`src/rtl/ex_muldiv_unit_pkg.sv`:
```
// Shared encodings for the M-extension execute unit: funct3 op codes, unit category, FSM states.
package ex_muldiv_unit_pkg;

  typedef enum logic [2:0] {
    OpMul    = 3'd0,
    OpMulh   = 3'd1,
    OpMulhsu = 3'd2,
    OpMulhu  = 3'd3,
    OpDiv    = 3'd4,
    OpDivu   = 3'd5,
    OpRem    = 3'd6,
    OpRemu   = 3'd7
  } op_t;

  // Decode steers an instruction to one execute resource by category.
  typedef enum logic [1:0] {
    CatagoryAlu    = 2'd0,
    CatagoryMulDiv = 2'd1,
    CatagoryLsu    = 2'd2,
    CatagoryBranch = 2'd3
  } category_t;

  typedef enum logic [2:0] {
    StIdle    = 3'd0,
    StMul     = 3'd1,
    StDivPrep = 3'd2,
    StDivIter = 3'd3,
    StDivFix  = 3'd4,
    StDone    = 3'd5
  } state_t;

  function automatic logic is_mul_op(input logic [2:0] op);
    return ~op[2];
  endfunction

endpackage

```
`src/rtl/ex_div_iter.sv`:
```
// Radix-2 restoring divider on unsigned operands; one quotient bit per cycle, XLEN cycles after start.
// done is high during the cycle whose closing edge produces the final quotient/remainder.
module ex_div_iter
  import ex_muldiv_unit_pkg::*;
#(
  parameter int XLEN = 32
) (
  input  logic            clk,
  input  logic            rst_n,
  input  logic            abort,
  input  logic            start,
  input  logic [XLEN-1:0] dividend,
  input  logic [XLEN-1:0] divisor,
  output logic            done,
  output logic [XLEN-1:0] quotient,
  output logic [XLEN-1:0] remainder
);

  localparam int CntW = $clog2(XLEN) + 1;

  logic [XLEN-1:0] quo;
  logic [XLEN-1:0] rem;
  logic [XLEN-1:0] dvs;
  logic [CntW-1:0] cnt;
  logic [XLEN:0]   shifted;
  logic [XLEN:0]   diff;

  // shifted < 2*dvs, so diff[XLEN] is set exactly when the trial subtraction underflows.
  assign shifted   = {rem, quo[XLEN-1]};
  assign diff      = shifted - {1'b0, dvs};
  assign done      = (cnt == CntW'(1));
  assign quotient  = quo;
  assign remainder = rem;

  always_ff @(posedge clk or negedge rst_n) begin
    if (!rst_n) begin
      quo <= '0;
      rem <= '0;
      dvs <= '0;
      cnt <= '0;
    end else if (abort) begin
      cnt <= '0;
    end else if (start) begin
      quo <= dividend;
      rem <= '0;
      dvs <= divisor;
      cnt <= CntW'(XLEN);
    end else if (cnt != '0) begin
      if (!diff[XLEN]) begin
        rem <= diff[XLEN-1:0];
        quo <= {quo[XLEN-2:0], 1'b1};
      end else begin
        rem <= shifted[XLEN-1:0];
        quo <= {quo[XLEN-2:0], 1'b0};
      end
      cnt <= cnt - 1'b1;
    end
  end

endmodule

```
`src/rtl/ex_muldiv_unit.sv`:
```
// RV32M/RV64M multi-cycle execute unit: pipelined multiplier, iterative divider, one op in flight.
// Holds the pipeline via stall_o until a one-cycle result strobe; flush aborts anything not yet in DONE.
module ex_muldiv_unit
  import ex_muldiv_unit_pkg::*;
#(
  parameter int XLEN       = 32,
  parameter int MUL_STAGES = 2,
  parameter int REG_ADDR_W = 5
) (
  input  logic                  clk,
  input  logic                  rst_n,
  input  logic                  flush,
  input  logic                  valid_i,
  input  logic [2:0]            op_i,
  input  logic [XLEN-1:0]       rs1_data,
  input  logic [XLEN-1:0]       rs2_data,
  input  logic [REG_ADDR_W-1:0] rd_addr_i,
  output logic                  ready_o,
  output logic                  stall_o,
  output logic                  valid_o,
  output logic [REG_ADDR_W-1:0] rd_addr_o,
  output logic                  rd_write_o,
  output logic [XLEN-1:0]       rd_data_o
);

  localparam logic [XLEN-1:0] MostNeg = {1'b1, {(XLEN-1){1'b0}}};

  state_t                state;
  op_t                   op_q;
  logic [XLEN-1:0]       a_q;
  logic [XLEN-1:0]       b_q;
  logic [REG_ADDR_W-1:0] rd_q;
  logic [1:0]            mul_cnt;
  logic                  q_neg;
  logic                  r_neg;

  assign ready_o = (state == StIdle);
  assign stall_o = ((state == StIdle) && valid_i && !flush) ||
                   ((state != StIdle) && (state != StDone));

  // Operands are sign-extended to 2*XLEN, so the low 2*XLEN product bits are exact for every signedness.
  logic                  a_sgn;
  logic                  b_sgn;
  logic [2*XLEN-1:0]     mul_a;
  logic [2*XLEN-1:0]     mul_b;
  logic [2*XLEN-1:0]     mul_full;
  logic [2*XLEN-1:0]     mul_out;
  logic [XLEN-1:0]       mul_sel;

  assign a_sgn    = ((op_q == OpMulh) || (op_q == OpMulhsu)) && a_q[XLEN-1];
  assign b_sgn    = (op_q == OpMulh) && b_q[XLEN-1];
  assign mul_a    = {{XLEN{a_sgn}}, a_q};
  assign mul_b    = {{XLEN{b_sgn}}, b_q};
  assign mul_full = mul_a * mul_b;
  assign mul_sel  = (op_q == OpMul) ? mul_out[XLEN-1:0] : mul_out[2*XLEN-1:XLEN];

  generate
    if (MUL_STAGES == 1) begin : g_mul_comb
      assign mul_out = mul_full;
    end else begin : g_mul_pipe
      logic [2*XLEN-1:0] pipe [MUL_STAGES-1];
      always_ff @(posedge clk or negedge rst_n) begin
        if (!rst_n) begin
          for (int i = 0; i < MUL_STAGES - 1; i++) pipe[i] <= '0;
        end else begin
          pipe[0] <= mul_full;
          for (int i = 1; i < MUL_STAGES - 1; i++) pipe[i] <= pipe[i-1];
        end
      end
      assign mul_out = pipe[MUL_STAGES-2];
    end
  endgenerate

  logic            div_signed;
  logic            is_rem;
  logic            a_neg;
  logic            b_neg;
  logic            div_zero;
  logic            div_ovf;
  logic            div_start;
  logic            div_done;
  logic [XLEN-1:0] a_abs;
  logic [XLEN-1:0] b_abs;
  logic [XLEN-1:0] quo;
  logic [XLEN-1:0] rem;
  logic [XLEN-1:0] quo_fix;
  logic [XLEN-1:0] rem_fix;

  assign div_signed = (op_q == OpDiv) || (op_q == OpRem);
  assign is_rem     = op_q[1];
  assign a_neg      = div_signed && a_q[XLEN-1];
  assign b_neg      = div_signed && b_q[XLEN-1];
  assign a_abs      = a_neg ? -a_q : a_q;
  assign b_abs      = b_neg ? -b_q : b_q;
  assign div_zero   = (b_q == '0);
  assign div_ovf    = div_signed && (a_q == MostNeg) && (b_q == '1);
  assign div_start  = (state == StDivPrep) && !flush && !div_zero && !div_ovf;
  assign quo_fix    = q_neg ? -quo : quo;
  assign rem_fix    = r_neg ? -rem : rem;

  ex_div_iter #(.XLEN(XLEN)) u_div (
    .clk       (clk),
    .rst_n     (rst_n),
    .abort     (flush),
    .start     (div_start),
    .dividend  (a_abs),
    .divisor   (b_abs),
    .done      (div_done),
    .quotient  (quo),
    .remainder (rem)
  );

  // Result selection for the edge that enters DONE.
  logic            fin_go;
  logic [XLEN-1:0] fin_data;

  always_comb begin
    fin_go   = 1'b0;
    fin_data = '0;
    case (state)
      StMul: begin
        fin_go   = (mul_cnt == 2'(MUL_STAGES - 1));
        fin_data = mul_sel;
      end
      StDivPrep: begin
        if (div_zero) begin
          fin_go   = 1'b1;
          fin_data = is_rem ? a_q : '1;
        end else if (div_ovf) begin
          fin_go   = 1'b1;
          fin_data = is_rem ? '0 : a_q;
        end
      end
      StDivFix: begin
        fin_go   = 1'b1;
        fin_data = is_rem ? rem_fix : quo_fix;
      end
      default: ;
    endcase
  end

  always_ff @(posedge clk or negedge rst_n) begin
    if (!rst_n) begin
      state      <= StIdle;
      op_q       <= OpMul;
      a_q        <= '0;
      b_q        <= '0;
      rd_q       <= '0;
      mul_cnt    <= '0;
      q_neg      <= 1'b0;
      r_neg      <= 1'b0;
      valid_o    <= 1'b0;
      rd_write_o <= 1'b0;
      rd_addr_o  <= '0;
      rd_data_o  <= '0;
    end else begin
      valid_o    <= 1'b0;
      rd_write_o <= 1'b0;
      case (state)
        StIdle: begin
          if (valid_i && !flush) begin
            op_q    <= op_t'(op_i);
            a_q     <= rs1_data;
            b_q     <= rs2_data;
            rd_q    <= rd_addr_i;
            mul_cnt <= '0;
            state   <= is_mul_op(op_i) ? StMul : StDivPrep;
          end
        end
        // The strobe is already committed here, so flush has no effect.
        StDone: state <= StIdle;
        default: begin
          if (flush) begin
            state <= StIdle;
          end else if (fin_go) begin
            state      <= StDone;
            valid_o    <= 1'b1;
            rd_write_o <= 1'b1;
            rd_addr_o  <= rd_q;
            rd_data_o  <= fin_data;
          end else begin
            if (state == StMul) mul_cnt <= mul_cnt + 2'd1;
            if (state == StDivPrep) begin
              q_neg <= a_neg ^ b_neg;
              r_neg <= a_neg;
              state <= StDivIter;
            end
            if ((state == StDivIter) && div_done) state <= StDivFix;
          end
        end
      endcase
    end
  end

endmodule

```
`config.mk`:
```
export PLATFORM = sky130hd
export DESIGN_NAME = ex_muldiv_unit
export DESIGN_NICKNAME = d
export VERILOG_FILES = /design/src/rtl/ex_muldiv_unit_pkg.sv /design/src/rtl/ex_div_iter.sv /design/src/rtl/ex_muldiv_unit.sv
export SDC_FILE = /design/constraint.sdc
export NUM_CORES = 2
export LEC_CHECK = 0
export BUFFER_PORTS_ARGS = -buffer_cell sky130_fd_sc_hd__buf_2
export CAP_MARGIN = 20
export CELL_PAD_IN_SITES_DETAIL_PLACEMENT = 0
export CELL_PAD_IN_SITES_GLOBAL_PLACEMENT = 2
export CORE_UTILIZATION = 38
export CTS_CLUSTER_SIZE = 30
export DETAILED_ROUTE_END_ITERATION = 16
export GPL_ROUTABILITY_DRIVEN = 0
export PLACE_DENSITY_LB_ADDON = 0.1
export SYNTH_ARGS = -nofsm -noshare
export SYNTH_HDL_FRONTEND = slang
export SYNTH_SLANG_ARGS = --single-unit
```
`constraint.sdc`:
```
create_clock -name clk -period 8.2 [get_ports clk]
set_clock_uncertainty 0.05 [all_clocks]
set_input_delay 0.41 -clock clk [delete_from_list [all_inputs] [get_ports clk]]
set_output_delay 0.41 -clock clk [all_outputs]
set_load 0.02 [all_outputs]
```
After elaboration in Yosys (flattened, before gate mapping)
Index checks and enable logic that the tools add are counted.
{ "classes": {"div_mod_pow": 0, "n_shift": 0, "n_mux": 38, "n_bitwise": 5, "add_sub_neg": 7, "magnitude_cmp": 0, "n_reduce_logical": 37, "n_mul": 1, "n_eq_ne": 17} }
{ "op_table": {"columns": ["cell", "count"], "rows": [
  ["32-bit two-way mux", 15],
  ["32-bit negator", 4],
  ["32-bit case mux with 3 select lines", 1],
  ["32-bit == test (second input constant)", 2],
  ["33-bit by 33-bit multiplier with 64-bit output", 1],
  ["33-bit by 32-bit subtractor with 33-bit output", 1],
  ["32-bit zero test", 1],
  ["6-bit two-way mux", 3],
  ["3-bit two-way mux", 5],
  ["1-bit logical AND", 14],
  ["3-bit == test (second input constant)", 4],
  ["6-bit nonzero test", 2],
  ["2-bit two-way mux", 5],
  ["3-bit by 2-bit == test with 1-bit output (second input constant)", 3],
  ["2-bit AND reduction", 4],
  ["3-bit by 1-bit == test with 1-bit output (second input constant)", 2],
  ["6-bit by 1-bit == test with 1-bit output (second input constant)", 1],
  ["3-bit zero test", 2],
  ["1-bit two-way mux", 6],
  ["3-bit case mux with 2 select lines", 1],
  ["3-bit nonzero test", 2],
  ["6-bit by 1-bit subtractor with 6-bit output (second input constant)", 1],
  ["5-bit AND reduction", 1],
  ["2-bit by 1-bit != test with 1-bit output (second input constant)", 2],
  ["other kinds (14)", 22]
]} }
{ "totals": {"memories": 0, "reg_bits": 283, "latch_bits": 0, "ram_bits": 0, "input_bits": 76, "output_inout_bits": 41, "mem_bits_ro": 0} }

Depth between registers and ports, before layout
{ "depth": {"word_depth": 10, "depth_mapped": 33, "mapped_depth_nobuf": 30} }

Cells and area by module
From an unflattened synthesis, not the netlist that was laid out.
{ "unflattened": {"hier_cells": 6046, "area_unflattened_um2": 54614.9} }
{ "by_module_without_submodules": {"columns": ["mod", "area_per_inst_um2", "instances", "cells_per_inst", "seq_area_each_um2"], "rows": [
  ["ex_muldiv_unit", 48393.9, 1, 5352, 4529.3],
  ["ex_div_iter", 6221.0, 1, 694, 2552.4]
]} }

Worst setup path after synthesis
No wires, ideal clock.
{ "synth_path": {"kind": "register to register", "from": "register op_q[1]", "to": "register g_mul_pipe.pipe[62] (netlist bit)", "stages_incl_launch_ff": 29, "path_slack_ns": -0.304, "required_time_ns": 8.017, "arrival_time_ns": 8.322, "period_less_slack_ns": 8.504, "cell_sequence": "dfrtp_1 -> clkbuf_1 -> xnor2_1 -> nor3b_1 -> clkbuf_1 -> nand2_1 -> fa_1 -> fa_1 -> inv_1 -> fa_1 -> inv_1 -> fa_1 -> inv_1 -> fa_1 -> fa_1 -> fa_1 -> fa_1 -> ha_1 -> and2_0 -> clkbuf_1 -> nand2_1 -> nor2_1 -> a21oi_1 -> o21ai_0 -> o21bai_2 -> a311o_1 -> a21o_1 -> nor4b_1 -> a211oi_1"} }
{ "synth_between": {"elab_chain_len": 4, "word_cells_on_any_way": 6, "classes_between": "mul (1); eq/ne (2); reduce/logical (3)"} }
{ "synth_lines": {"columns": ["item", "line", "text"], "rows": [
  ["from (decl)", "ex_muldiv_unit.sv:29", "op_t op_q;"],
  ["from (signal assigned)", "ex_muldiv_unit.sv:145", "op_q <= OpMul;"],
  ["from (signal assigned)", "ex_muldiv_unit.sv:162", "op_q <= op_t'(op_i);"],
  ["3-bit by 1-bit == test with 1-bit output or 3-bit by 2-bit == test with 1-bit output (tied branches)", "ex_muldiv_unit.sv:50, ex_muldiv_unit.sv:51", null],
  ["1-bit logical OR", "ex_muldiv_unit.sv:50", "assign a_sgn = ((op_q == OpMulh) || (op_q == OpMulhsu)) && a_q[XLEN-1];"],
  ["1-bit logical AND", "ex_muldiv_unit.sv:50", null],
  ["33-bit by 33-bit multiplier with 64-bit output (*)", "ex_muldiv_unit.sv:54", "assign mul_full = mul_a * mul_b;"],
  ["net mul_full[62]", "ex_muldiv_unit.sv:46", "logic [2*XLEN-1:0] mul_full;"],
  ["to (decl)", "ex_muldiv_unit.sv:61", "logic [2*XLEN-1:0] pipe [MUL_STAGES-1];"]
]} }
Mark *: on every way through the listed nets, which the timed path passes. The rest lies on a longest branch.
A chain may end at the register's enable or synchronous reset.

Worst setup path in the final report
{ "layout_path": {"from": "register op_q[0]", "to": "register g_mul_pipe.pipe[62] (netlist bit)"} }
Same word-level chain as after synthesis.

==> results.sh <==
export IMPL_critical_path_buf_inv_count=4
export IMPL_ys_ff_latch=283
export IMPL_crit_path_frequent_cell="fa_1"
export IMPL_relSlewSlack_pct=29.33
export IMPL_drc=0
export IMPL_drive_above_1_share_pct=10.26
export IMPL_area_growth_pct=11.95
export IMPL_rsz0062_at_grt="yes"
export IMPL_drt_iter0_drc=2300
export IMPL_slew_violations=0
export IMPL_ys_seq_area_share_pct=13.13
export IMPL_synth_nets=7584
export IMPL_clk_latency_ns=0.60
export IMPL_hold_violations=0
export IMPL_r2r_end="g_mul_pipe.pipe[62]"
export IMPL_grt_overflow=0
export IMPL_clk_pin_slew_ns=0.07
export IMPL_fp_row_count=137
export IMPL_synth_top_area_cell="fa_1"
export IMPL_hp_start="rs1_data[2]"
export IMPL_core_area_sq_um=140200
export IMPL_synth_ff_type="dfrtp_1"
export IMPL_routed_wl_mm=187.5
export IMPL_clock_fmax_mhz=125.4
export IMPL_fin_crit_ns=7.975
export IMPL_crit_type="reg2reg"
export IMPL_ys_warn_count=0
export IMPL_io_buffers=116
export IMPL_outcome="completed"
export IMPL_cap_violations=0
export IMPL_min_path_type="in2reg"
export IMPL_multi_input_area_sq_um=41130
export IMPL_setup_viol=0
export IMPL_vias_per_cell=5.021
export IMPL_grt_max_degree=93
export IMPL_grt_pass1_wl_mm=284.6
export IMPL_yosysUniqueCellTypes=85
export IMPL_synth_top_cell_area_share_pct=41.80
export IMPL_syn_cell_area_sq_um=53920
export IMPL_start_kind="register"
export IMPL_hold_depth=3
export IMPL_path_max_fanout=6
export IMPL_dp_cells=8030
export IMPL_gr_usage_all_layers_pct=26.80
export IMPL_critPathArrivalTime_ns=8.43
export IMPL_dr_total_vias=40902
export IMPL_r2r_cells=24
export IMPL_cts_htree_levels=2
export IMPL_finalNonFillerCells=8146
export IMPL_die_y_um=378.7
export IMPL_dp_hpwl_mm=153.9
export IMPL_r2r_start="op_q[0]"
export IMPL_grt_pass1_vias=43867
export IMPL_rrSetupSlack_ns=0.23
export IMPL_start_util_pct=38.46
export IMPL_antenna_left=0
export IMPL_design_die_area_sq_um=143400
export IMPL_slowest_stage="fa_2"
export IMPL_synthArstFlopShare_pct=100.0
export IMPL_yosys_top_cells_area="fa_1 (42%), dfrtp_1 (13%), nand2_1 (8.6%), inv_1 (8.5%), ha_1 (5.8%)"
export IMPL_clock_sinks=283
export IMPL_final_core_util_pct=43.05
export IMPL_n_fill_cell=14243
export IMPL_max_stage_delay_ns=0.60
export IMPL_end_kind="register"
export IMPL_netlist_instances=6130
export IMPL_tightest_slew_ns=1.060
export IMPL_synth_area_per_cell_sq_um=8.797
export IMPL_top_level_ports=117
export IMPL_whs_endpoint="a_q[2]"
export IMPL_clock_path_buffers=3
export IMPL_first_pass_iters=5
export IMPL_tritoncts="built"
export IMPL_worstPathCellList="xnor2_4, nor3b_4, buf_4, clkbuf_16, nand2_1, fa_2, fa_2, buf_4, fa_1, fa_2, clkinvlp_4, fa_1, fa_1, fa_1, fa_1, ha_4, and2_1, nand3_2, or4_4, o21bai_4, a311o_1, a21o_1, nor4b_2, a211oi_1"
export IMPL_die_x_um=378.7
export IMPL_crit_family="adder cells"
export IMPL_layout_nets=7693
export IMPL_antenna_found_initial=9
export IMPL_cp_required_ns=8.65
export IMPL_cts_buffers_inserted=36
export IMPL_cts_root_buf="clkbuf_16"
export IMPL_regArea_sq_um=7129
export IMPL_wire_per_inst_um=23.02
export IMPL_synth_edf_count=0
export IMPL_fin_crit_sh_pct=97.25
==> kinds of logic (layout without fill, tap and decap cells) <==
family / count (synthesis) / count (layout) / share of synthesized area (%)
other: 0 / 3 / 0
XOR/XNOR: 230 / 230 / 3.736
buffers and inverters: 1597 / 1734 / 11.27
adder cells (fa/ha/maj): 1378 / 1378 / 47.65
AND/OR/NAND/NOR: 1948 / 1948 / 16.03
multiplexers: 35 / 35 / 0.6984
flip-flops: 283 / 283 / 13.13
AO/OA/AOI/OAI: 659 / 659 / 7.486
==> worst register-to-register path: stages (launching register included) <==
cell and delay (ns):
dfrtp_2 0.44, xnor2_4 0.16, nor3b_4 0.22, buf_4 0.20, clkbuf_16 0.16, nand2_1 0.11
fa_2 0.60, fa_2 0.50, buf_4 0.18, fa_1 0.49, fa_2 0.59, clkinvlp_4 0.15
fa_1 0.48, fa_1 0.56, fa_1 0.43, fa_1 0.49, ha_4 0.33, and2_1 0.19
nand3_2 0.08, or4_4 0.54, o21bai_4 0.18, a311o_1 0.25, a21o_1 0.19, nor4b_2 0.06
a211oi_1 0.22
==> per-layer routing <==
layer / vias to the layer above / global-route usage (%) / wire length (um) / share of wire, %
met4: 0 / 5.194 / 3851 / 2.1
met1: 21428 / 37.42 / 85260 / 45
met3: 152 / 2.107 / 7141 / 3.8
li1: 18538 / - / - / -
met2: 784 / 45.62 / 91240 / 49
met5: - / 0 / 0 / 0
==> synthesized netlist by cell type (5+ instances only) <==
library cell and instances:
a221o_1 5, or4_1 11, buf_2 12, nand3_1 37, a21oi_1 179, o31ai_1 28
a31oi_1 12, ha_1 252, or3_1 20, nor4_1 16, nand2b_1 16, dfrtp_1 283
buf_4 8, o21ai_0 190, nor2b_1 9, xor2_1 86, clkbuf_1 250, nor2_1 180
nor3_1 59, nand4_1 18, a21o_1 51, or2_2 14, mux2i_1 29, buf_1 102
o211ai_1 6, a211oi_1 37, inv_1 1218, o21bai_1 13, a22oi_1 5, o21a_1 36
and3_1 12, o21ai_1 34, o41ai_1 13, buf_6 5, fa_1 1126, xnor2_1 144
mux2_4 5, and2_1 290, o22ai_1 10, nand2_1 1236
==> layout make-up <==
type / count / share of cell area [%]
Multi-Input combinational cell: 4250 / 68.14
Clock buffer: 47 / 1.660
Tap cell: 1876 / 3.888
Sequential cell: 283 / 11.81
Inverter: 1220 / 7.609
Antenna cell: 3 / 0.01244
Timing Repair Buffer: 448 / 6.479
Clock inverter: 19 / 0.4021
==> per-stage QoR <==
stage	setup TNS, ns	worst slack [ns]	hold WS, ns	area, sq um
2_1_floorplan	0	0.01479	0.06441	53960
3_3_place_gp	-0.003024	-0.003024	0.4104	58290
3_5_place_dp	-0.09223	-0.08899	0.4175	58290
4_1_cts	0	0.04731	0.0006676	59860
5_1_grt	-0.1399	-0.04516	0.01827	60360
6_report	0	0.2252	0.02145	60370
==> registers in the layout, summed over array words and instances (netlist names) <==
name,count
u_div.dvs,32
mul_cnt,2
a_q,32
q_neg,1
rd_write_o,1
rd_q,5
b_q,32
u_div.remainder,32
r_neg,1
rd_data_o,32
op_q,3
u_div.quotient,32
u_div.cnt,6
rd_addr_o,5
state,3
g_mul_pipe.pipe,64
==> layout by cell type, fill, tap and decap left out, drive strengths merged, types with 15 or more instances in the layout <==
master / Yosys / final
o21a: 36 / 36
xnor2: 144 / 144
nand3: 37 / 37
a21oi: 182 / 182
nand2b: 16 / 16
o31ai: 28 / 28
fa: 1126 / 1126
buf: 127 / 414
o21ai: 226 / 226
ha: 252 / 252
nor4: 18 / 18
and2: 292 / 292
mux2i: 29 / 29
clkbuf: 250 / 49
nor3: 60 / 60
o21bai: 15 / 15
nand2: 1238 / 1238
nor2: 181 / 181
nand4: 18 / 18
dlygate4sd3: 0 / 32
a211oi: 38 / 38
dfrtp: 283 / 283
xor2: 86 / 86
inv: 1219 / 1217
a21o: 51 / 51
or3: 22 / 22
==> worst max-delay path by stage <==
stage	cells after the start	endpoint	from	slack (ns)
finish	24	g_mul_pipe.pipe[62]	op_q[0]	0.23
global route	30	g_mul_pipe.pipe[62]	op_q[0]	-0.05
CTS	30	g_mul_pipe.pipe[62]	op_q[1]	0.05
detailed placement	28	g_mul_pipe.pipe[62]	op_q[1]	-0.09
global placement	28	g_mul_pipe.pipe[62]	op_q[1]	-0.003
floorplan	32	g_mul_pipe.pipe[62]	op_q[1]	0.01
==> repair_timing <==
item,4_1_cts,5_1_grt
resized for setup,3,87
endpoints found under the setup margin,3,14
hold endpoints to repair,120,0
pin swaps,1,66
hold buffers,32,0
gates cloned,0,2
buffers inserted,0,13
Power is not shown: default switching activity piles up to over one toggle a cycle in this logic, so the estimate is an artifact.
